[src/rtl/cpu_ctrl_pkg.sv]
// Shared encodings and control-bundle type for the decode/issue stage.
package cpu_ctrl_pkg;

  typedef enum logic [5:0] {
    OP_RTYPE = 6'b000000,
    OP_J     = 6'b000010,
    OP_BEQ   = 6'b000100,
    OP_ADDI  = 6'b001000,
    OP_LW    = 6'b100011,
    OP_SW    = 6'b101011
  } opcode_e;

  typedef enum logic [5:0] {
    FN_ADD = 6'b100000,
    FN_SUB = 6'b100010,
    FN_AND = 6'b100100,
    FN_OR  = 6'b100101,
    FN_SLT = 6'b101010
  } funct_e;

  typedef enum logic [3:0] {
    ALU_AND = 4'b0000,
    ALU_OR  = 4'b0001,
    ALU_ADD = 4'b0010,
    ALU_SUB = 4'b0110,
    ALU_SLT = 4'b0111
  } alu_op_e;

  typedef struct packed {
    alu_op_e    alu_op;
    logic       reg_write;
    logic       alu_src;
    logic       mem_to_reg;
    logic       mem_write;
    logic       branch;
    logic       jump;
    logic       illegal;
    logic [4:0] rd;
  } ctrl_t;

  // Instruction classes whose rt field is a source operand
  function automatic logic reads_rt(input logic [5:0] opc);
    return (opc == OP_RTYPE) || (opc == OP_BEQ) || (opc == OP_SW);
  endfunction

endpackage

[src/rtl/ctrl_decode.sv]
// Combinational instruction decode into a control bundle.
module ctrl_decode
  import cpu_ctrl_pkg::*;
#(
  parameter int unsigned INSTR_W = 32,
  parameter int unsigned OPC_W   = 6
) (
  input  logic [INSTR_W-1:0] instr,
  output ctrl_t              ctrl,
  output logic               uses_rt
);

  logic [5:0] opc;
  logic [5:0] funct;
  logic       unused_fields;

  assign opc           = 6'(instr[INSTR_W-1 -: OPC_W]);
  assign funct         = instr[5:0];
  assign unused_fields = ^instr[10:6];
  assign uses_rt       = reads_rt(opc);

  // Decode table; anything unrecognised becomes an all-zero bundle flagged illegal
  always_comb begin
    ctrl = '0;
    case (opc)
      OP_RTYPE: begin
        ctrl.reg_write = 1'b1;
        ctrl.rd        = instr[15:11];
        case (funct)
          FN_ADD:  ctrl.alu_op = ALU_ADD;
          FN_SUB:  ctrl.alu_op = ALU_SUB;
          FN_AND:  ctrl.alu_op = ALU_AND;
          FN_OR:   ctrl.alu_op = ALU_OR;
          FN_SLT:  ctrl.alu_op = ALU_SLT;
          default: begin
            ctrl         = '0;
            ctrl.illegal = 1'b1;
          end
        endcase
      end
      OP_LW: begin
        ctrl.reg_write  = 1'b1;
        ctrl.alu_src    = 1'b1;
        ctrl.mem_to_reg = 1'b1;
        ctrl.alu_op     = ALU_ADD;
        ctrl.rd         = instr[20:16];
      end
      OP_SW: begin
        ctrl.alu_src   = 1'b1;
        ctrl.mem_write = 1'b1;
        ctrl.alu_op    = ALU_ADD;
      end
      OP_BEQ: begin
        ctrl.branch = 1'b1;
        ctrl.alu_op = ALU_SUB;
      end
      OP_ADDI: begin
        ctrl.reg_write = 1'b1;
        ctrl.alu_src   = 1'b1;
        ctrl.alu_op    = ALU_ADD;
        ctrl.rd        = instr[20:16];
      end
      OP_J: begin
        ctrl.jump = 1'b1;
      end
      default: begin
        ctrl.illegal = 1'b1;
      end
    endcase
  end

endmodule

[src/rtl/pipe_ctrl_stage.sv]
// Decode/issue stage: ready/valid handshake, load-use hazard, flush.
// Optional perf counters enabled by defining CTRL_PERF_CNT_EN.
module pipe_ctrl_stage
  import cpu_ctrl_pkg::*;
#(
  parameter int unsigned INSTR_W = 32,
  parameter int unsigned OPC_W   = 6,
  parameter int unsigned ALUOP_W = 4,
  parameter int unsigned REG_AW  = 5
) (
  input  logic               clk,
  input  logic               reset,
  input  logic               if_valid,
  output logic               if_ready,
  input  logic [INSTR_W-1:0] if_instr,
  input  logic               flush,
  output logic               ex_valid,
  input  logic               ex_ready,
  output logic [ALUOP_W-1:0] ex_alu_op,
  output logic               ex_reg_write,
  output logic               ex_alu_src,
  output logic               ex_mem_to_reg,
  output logic               ex_mem_write,
  output logic               ex_branch,
  output logic               ex_jump,
  output logic               ex_illegal,
  output logic [REG_AW-1:0]  ex_rd,
  output logic [15:0]        stall_count,
  output logic [15:0]        flush_count
);

  ctrl_t dec_ctrl;
  ctrl_t ex_ctrl;
  logic  dec_uses_rt;
  logic  hazard;
  logic  xfer;

  ctrl_decode #(
    .INSTR_W (INSTR_W),
    .OPC_W   (OPC_W)
  ) u_decode (
    .instr   (if_instr),
    .ctrl    (dec_ctrl),
    .uses_rt (dec_uses_rt)
  );

  // Load-use hazard against the bundle currently held for EX
  always_comb begin
    hazard = ex_valid && ex_ctrl.mem_to_reg && (ex_ctrl.rd != '0) &&
             ((if_instr[25:21] == ex_ctrl.rd) ||
              (dec_uses_rt && (if_instr[20:16] == ex_ctrl.rd)));
  end

  assign if_ready = (!ex_valid || ex_ready) && !hazard && !flush;
  assign xfer     = if_valid && if_ready;

  // Output register: flush wins, then load on transfer, then drain on consume
  always_ff @(posedge clk or posedge reset) begin
    if (reset) begin
      ex_valid <= 1'b0;
      ex_ctrl  <= '0;
    end else if (flush) begin
      ex_valid <= 1'b0;
    end else if (xfer) begin
      ex_valid <= 1'b1;
      ex_ctrl  <= dec_ctrl;
    end else if (ex_ready) begin
      ex_valid <= 1'b0;
    end
  end

  assign ex_alu_op     = ALUOP_W'(ex_ctrl.alu_op);
  assign ex_reg_write  = ex_ctrl.reg_write;
  assign ex_alu_src    = ex_ctrl.alu_src;
  assign ex_mem_to_reg = ex_ctrl.mem_to_reg;
  assign ex_mem_write  = ex_ctrl.mem_write;
  assign ex_branch     = ex_ctrl.branch;
  assign ex_jump       = ex_ctrl.jump;
  assign ex_illegal    = ex_ctrl.illegal;
  assign ex_rd         = REG_AW'(ex_ctrl.rd);

`ifdef CTRL_PERF_CNT_EN
  logic [15:0] stall_q;
  logic [15:0] flush_q;

  // Saturating stall / flush event counters
  always_ff @(posedge clk or posedge reset) begin
    if (reset) begin
      stall_q <= '0;
      flush_q <= '0;
    end else begin
      if (hazard && if_valid && (stall_q != '1)) stall_q <= stall_q + 16'd1;
      if (flush && (flush_q != '1))              flush_q <= flush_q + 16'd1;
    end
  end

  assign stall_count = stall_q;
  assign flush_count = flush_q;
`else
  assign stall_count = '0;
  assign flush_count = '0;
`endif

endmodule

[config.mk]
export PLATFORM = sky130hd
export DESIGN_NAME = pipe_ctrl_stage
export DESIGN_NICKNAME = d
export VERILOG_FILES = /design/src/rtl/cpu_ctrl_pkg.sv /design/src/rtl/ctrl_decode.sv /design/src/rtl/pipe_ctrl_stage.sv
export SDC_FILE = /design/constraint.sdc
export NUM_CORES = 1
export LEC_CHECK = 0
export ABC_CLOCK_PERIOD_IN_PS = 2400
export CAP_MARGIN = 20
export CORE_UTILIZATION = 37
export DETAILED_ROUTE_END_ITERATION = 7
export GPL_ROUTABILITY_DRIVEN = 0
export GPL_TIMING_DRIVEN = 0
export PLACE_DENSITY = 0.81
export SYNTH_ARGS = -nofsm -noshare
export SYNTH_HDL_FRONTEND = slang
export SYNTH_SLANG_ARGS = --single-unit
[constraint.sdc]
create_clock -name clk -period 2.4 [get_ports clk]
set_clock_uncertainty 0.1 [all_clocks]
set_input_delay 0.48 -clock clk [delete_from_list [all_inputs] [get_ports clk]]
set_output_delay 0.48 -clock clk [all_outputs]
set_load 0.1 [all_outputs]
# Word level (Yosys, flattened, before mapping)
# Index checks and enable logic that the tools add are counted.
[totals]
reg_bits = 17
latchBits = 0
ramBits = 0
rom_bits = 0
input_bits = 37
word_cells = 59
mem_count = 0
[op_classes]
add_sub_neg = 0
multipliers = 0
div = 0
magnitude_cmp = 0
n_eq_ne = 12
n_shift = 0
n_mux = 14
n_bitwise = 1
n_reduce_logical = 22
[ops]
columns = ["cell", "n"]
rows = [
  ["$eq A6 B6 Y1 const B", 7],
  ["$pmux W1 S2", 7],
  ["$mux W12", 1],
  ["$pmux W3 S4", 1],
  ["$eq A5 B5 Y1", 2],
  ["$pmux W5 S2", 1],
  ["$reduce_or A5 Y1", 2],
  ["$pmux W3 S3", 1],
  ["$logic_and A1 B1 Y1", 7],
  ["$eq A6 B2 Y1 const B", 1],
  ["$eq A6 B3 Y1 const B", 1],
  ["$eq A6 B4 Y1 const B", 1],
  ["$logic_not A6 Y1", 1],
  ["$reduce_bool A5 Y1", 1],
  ["$logic_or A1 B1 Y1", 4],
  ["$logic_not A1 Y1", 3],
  ["$mux W1", 3],
  ["$reduce_bool A3 Y1", 1],
  ["$reduce_or A3 Y1", 1],
  ["$reduce_and A2 Y1", 1],
  ["$reduce_or A2 Y1", 1],
  ["$not A1 Y1", 1],
]

# Depth between registers and ports, before layout
[depth]
depth_word = 12
ltp_mapped = 7
mapped_depth_nobuf = 5

# Modules after synthesis
# Synthesis repeated with hierarchy kept, for this count alone.
[hier_totals]
cells_unflattened = 139
hier_area_um2 = 1431.4
[by_module_without_submodules]
columns = ["module", "n_inst", "cells_each", "area_each_um2", "seq_area_each_um2"]
rows = [
  ["pipe_ctrl_stage", 1, 91, 1097.3, 425.4],
  ["ctrl_decode", 1, 48, 334.1, 0.0],
]

# Least setup slack after synthesis
# No wires, ideal clock.
[synth_timing]
kind = "reg2out"
start = "register ex_ctrl (netlist bit ex_rd[2])"
end = "output port if_ready"
arrival_ns = 2.181
slack_ns = -0.361
path_stages_with_launch = 5
n_path_buf = 0
cell_sequence = "dfrtp_1 > or3_1 > o311a_1 > nand4_1 > and3_2"
[synth_between]
elab_chain_cells = 7
elab_cells_between_ends = 10
[synth_rtl]
columns = ["item", "line_no", "source"]
rows = [
  ["start, declared", "pipe_ctrl_stage.sv:33", "ctrl_t ex_ctrl;"],
  ["start signal, assigned", "pipe_ctrl_stage.sv:66", "ex_ctrl <= dec_ctrl;"],
  ["$eq A5 B5 Y1", "pipe_ctrl_stage.sv:51", "(dec_uses_rt && (if_instr[20:16] == ex_ctrl.rd)));"],
  ["$logic_and A1 B1 Y1", "pipe_ctrl_stage.sv:51", ""],
  ["$logic_or A1 B1 Y1", "pipe_ctrl_stage.sv:50", "((if_instr[25:21] == ex_ctrl.rd) ||"],
  ["$logic_and A1 B1 Y1 (*)", "pipe_ctrl_stage.sv:49", "hazard = ex_valid && ex_ctrl.mem_to_reg && (ex_ctrl.rd != '0) &&"],
  ["$logic_not A1 Y1 (*)", "pipe_ctrl_stage.sv:54", "assign if_ready = (!ex_valid || ex_ready) && !hazard && !flush;"],
  ["$logic_and A1 B1 Y1 (*) (2 in a row)", "pipe_ctrl_stage.sv:54", ""],
  ["end, declared", "pipe_ctrl_stage.sv:14", "output logic if_ready,"],
]
# Every way passes the cells marked *; elsewhere a longest branch is shown, timed or not.

# Final worst setup path
# Ends and elaborated chain as after synthesis.

==> metrics.yaml <==
status: "complete, but fails checks"
violations: "negative setup slack"
rows: 21
worstPathArrival_ns: 1.98
period_needed_ns: 2.56
slew_headroom: 0.347
yosysTopAreaCellShare: 0.294
setup_violations: 10
slowest_delay_ns: 0.51
cts_buffer_depth: 2
area_growth_pct: 61.8
drt_iter0_markers: 31
cp_slowest_cell: "dfrtp_4"
dp_hpwl_mm: 2.48
cts_tree: "built"
yosys_register_bits: 16
synth-seq-area-share: 0.294
synthArstFlopShare: 1.00
ys_top_cells_by_area: "dfrtp_1, buf_4, mux2_4, xor2_1, mux2_2"
avgSynthCellArea_sq_um: 9.78
grt_use_total: 0.164
dieWidth_microns: 62.6
layout.nets: 268
fp.dieH_microns: 62.6
coreArea_sq_um: 3420
yosys.area.top_type: "dfrtp_1"
cts_buffers: 3
drt_pass1_iterations: 4
grt_first_pass_wirelength_mm: 5.10
fin_ws_ns: -0.160
drv_cap: 0
postPlaceCellArea_sq_um: 2020
design_area_sq_um: 2200
worstSetupEndpointType: "output pin"
path_cells: "or3_4, o311a_1, nand4_2, and3_4, buf_12"
overflow: 0
ys_types: 43
port_buffers: 47
antenna_found_initial: 0
finalMaxSlewViolations: 0
leakagePower_nw: 1.25
fin_util: 0.644
crit_fanout: 4
dr_total_vias: 1211
synthFlopType: "dfrtp_1"
cts-htree-levels: 1
die_area_sq_um: 3920
num_antenna_cells: 0
startpoint_type: "flop"
grt_pass1_vias: 1090
ant_nets: 0
wire_per_inst_microns: 11.9
largest_reg_flops: 5
routed_via_density: 4.39
period_share: 1.07
worst_pin_slew_ns: 0.978
worst-path-buf-inv: 1
cts.sinks: 16
worst_skew_pair.late_latency_ns: 0.30
ys_warn_count: 0
synth.most_common_cell: "buf_4"
routed_wl_mm: 3.30
min_path_type: "flop to flop"
rsz0062_at_grt: "yes"
drc: 0
cts-root-buf: "clkbuf_4"
ioPinCount: 87
p_per_area_nw_per_um2: 447
synth_edf_count: 0
grt_max_degree: 17
synthCells: 139
clk_pin_slew_ns: 0.09
ys_top_cells_by_count: "buf_4, dfrtp_1, mux2_4"
ir_drop_mv: 0.290
initial_core_util: 0.398
critPathKind: "flop to output pin"
synth_area_sq_um: 1360
cp_data_required_time_ns: 1.82
drive_above_1_share: 0.330
finalHoldViolCount: 0
max_freq_mhz: 391
critical-path-top-delay-family: "simple AND/OR/NAND/NOR gates"
==> where the power goes <==
group | switching (W) | total (W) | leakage (nW) | internal [W]
clock network | 0.0000913 | 0.000184 | 0.0210 | 0.0000925
logic | 0.000368 | 0.000514 | 1.02 | 0.000146
registers | 0.00000651 | 0.000285 | 0.210 | 0.000279
total | 0.000466 | 0.000983 | 1.25 | 0.000517
==> layout by cell type (no fill, tap or decap), drive strengths merged, types with 2 or more instances in the layout <==
master / synthesis / final
clkbuf: 3 / 7
nand3: 3 / 3
a22o: 5 / 5
o21ai: 3 / 3
nor2: 8 / 8
and3: 2 / 2
nand2b: 2 / 2
inv: 4 / 4
mux2: 14 / 14
dlymetal6s2s: 0 / 10
xor2: 8 / 8
nand4: 3 / 3
xnor2: 2 / 2
and2: 2 / 2
buf: 35 / 44
conb: 1 / 33
dfrtp: 16 / 16
a21oi: 4 / 4
clkdlybuf4s50: 0 / 24
nor3: 4 / 4
nor4: 3 / 3
dlygate4sd2: 0 / 12
==> path summary, 6_finish.rpt <==
| path | from | end | slack [ns] | depth (start not counted) |
|---|---|---|---|---|
| worst min register to register | ex_branch$_DFFE_PP0P_ | ex_branch$_DFFE_PP0P_ | 0.41 | 1 |
| worst max register to register | ex_rd[2]$_DFFE_PP0P_ | ex_alu_src$_DFFE_PP0P_ | -0.04 | 8 |
| min in group asynchronous | reset | ex_mem_write$_DFFE_PP0P_ | 0.45 | 2 |
| max in group asynchronous | reset | ex_rd[2]$_DFFE_PP0P_ | 1.26 | 2 |
| worst max-delay path | ex_rd[2]$_DFFE_PP0P_ | if_ready | -0.16 | 5 |
| worst min-delay path | ex_branch$_DFFE_PP0P_ | ex_branch$_DFFE_PP0P_ | 0.41 | 1 |
==> metal layers <==
| metal | global-route usage | share of wire |
|---|---|---|
| met4 | 0.0349 | 0.0042 |
| met5 | 0 | 0 |
| met3 | 0.0474 | 0.073 |
| met2 | 0.273 | 0.50 |
| met1 | 0.209 | 0.43 |
==> kinds of logic (layout without fill, tap and decap cells) <==
logic type	Yosys count	after routing	share of synthesized area
mux	15	15	0.148
buf+inv	42	101	0.224
simple gates	38	38	0.175
other cells	1	33	0.00276
compound gates	17	17	0.0911
xor+xnor	10	10	0.0644
flops	16	16	0.294
==> worst reg2reg max path, stage by stage, from the launching register on <==
cell     delay (ns)
dfrtp_4        0.51
or3_4          0.39
o311a_1        0.33
nand4_1        0.10
buf_4          0.12
and4_4         0.26
buf_6          0.12
buf_12         0.11
mux2_4         0.30
==> stage by stage <==
stage	hold WS, ns	setup slack (ns)	power [W]	instances	TNS (ns)
finish	0.415	-0.160	0.000983	276	-0.377
global route	0.429	-0.222	0.00102	276	-1.13
CTS	0.422	-0.185	0.000980	275	-0.606
detailed placement	0.397	-1.16	0.000784	264	-6.91
global placement	0.390	-1.14	0.000781	264	-6.35
floorplan	0.294	-0.0189	0.000692	171	-0.166
==> area by class of cell <==
type                            instances  area (sq um)
Fill cell                             297          1210
Inverter                                4          15.0
Buffer                                 37           279
Tap cell                               46          57.6
Sequential cell                        16           410
Multi-Input combinational cell        113           805
Timing Repair Buffer                   56           598
Clock buffer                            4          36.3
==> repair_timing <==
item,4_1_cts,5_1_grt
pin swaps,0,1
buffers inserted,7,1
hold buffers,0,0
setup endpoints to repair,21,23
resized for setup,25,15
gates cloned,1,0
(Power assumes the default switching activity.)
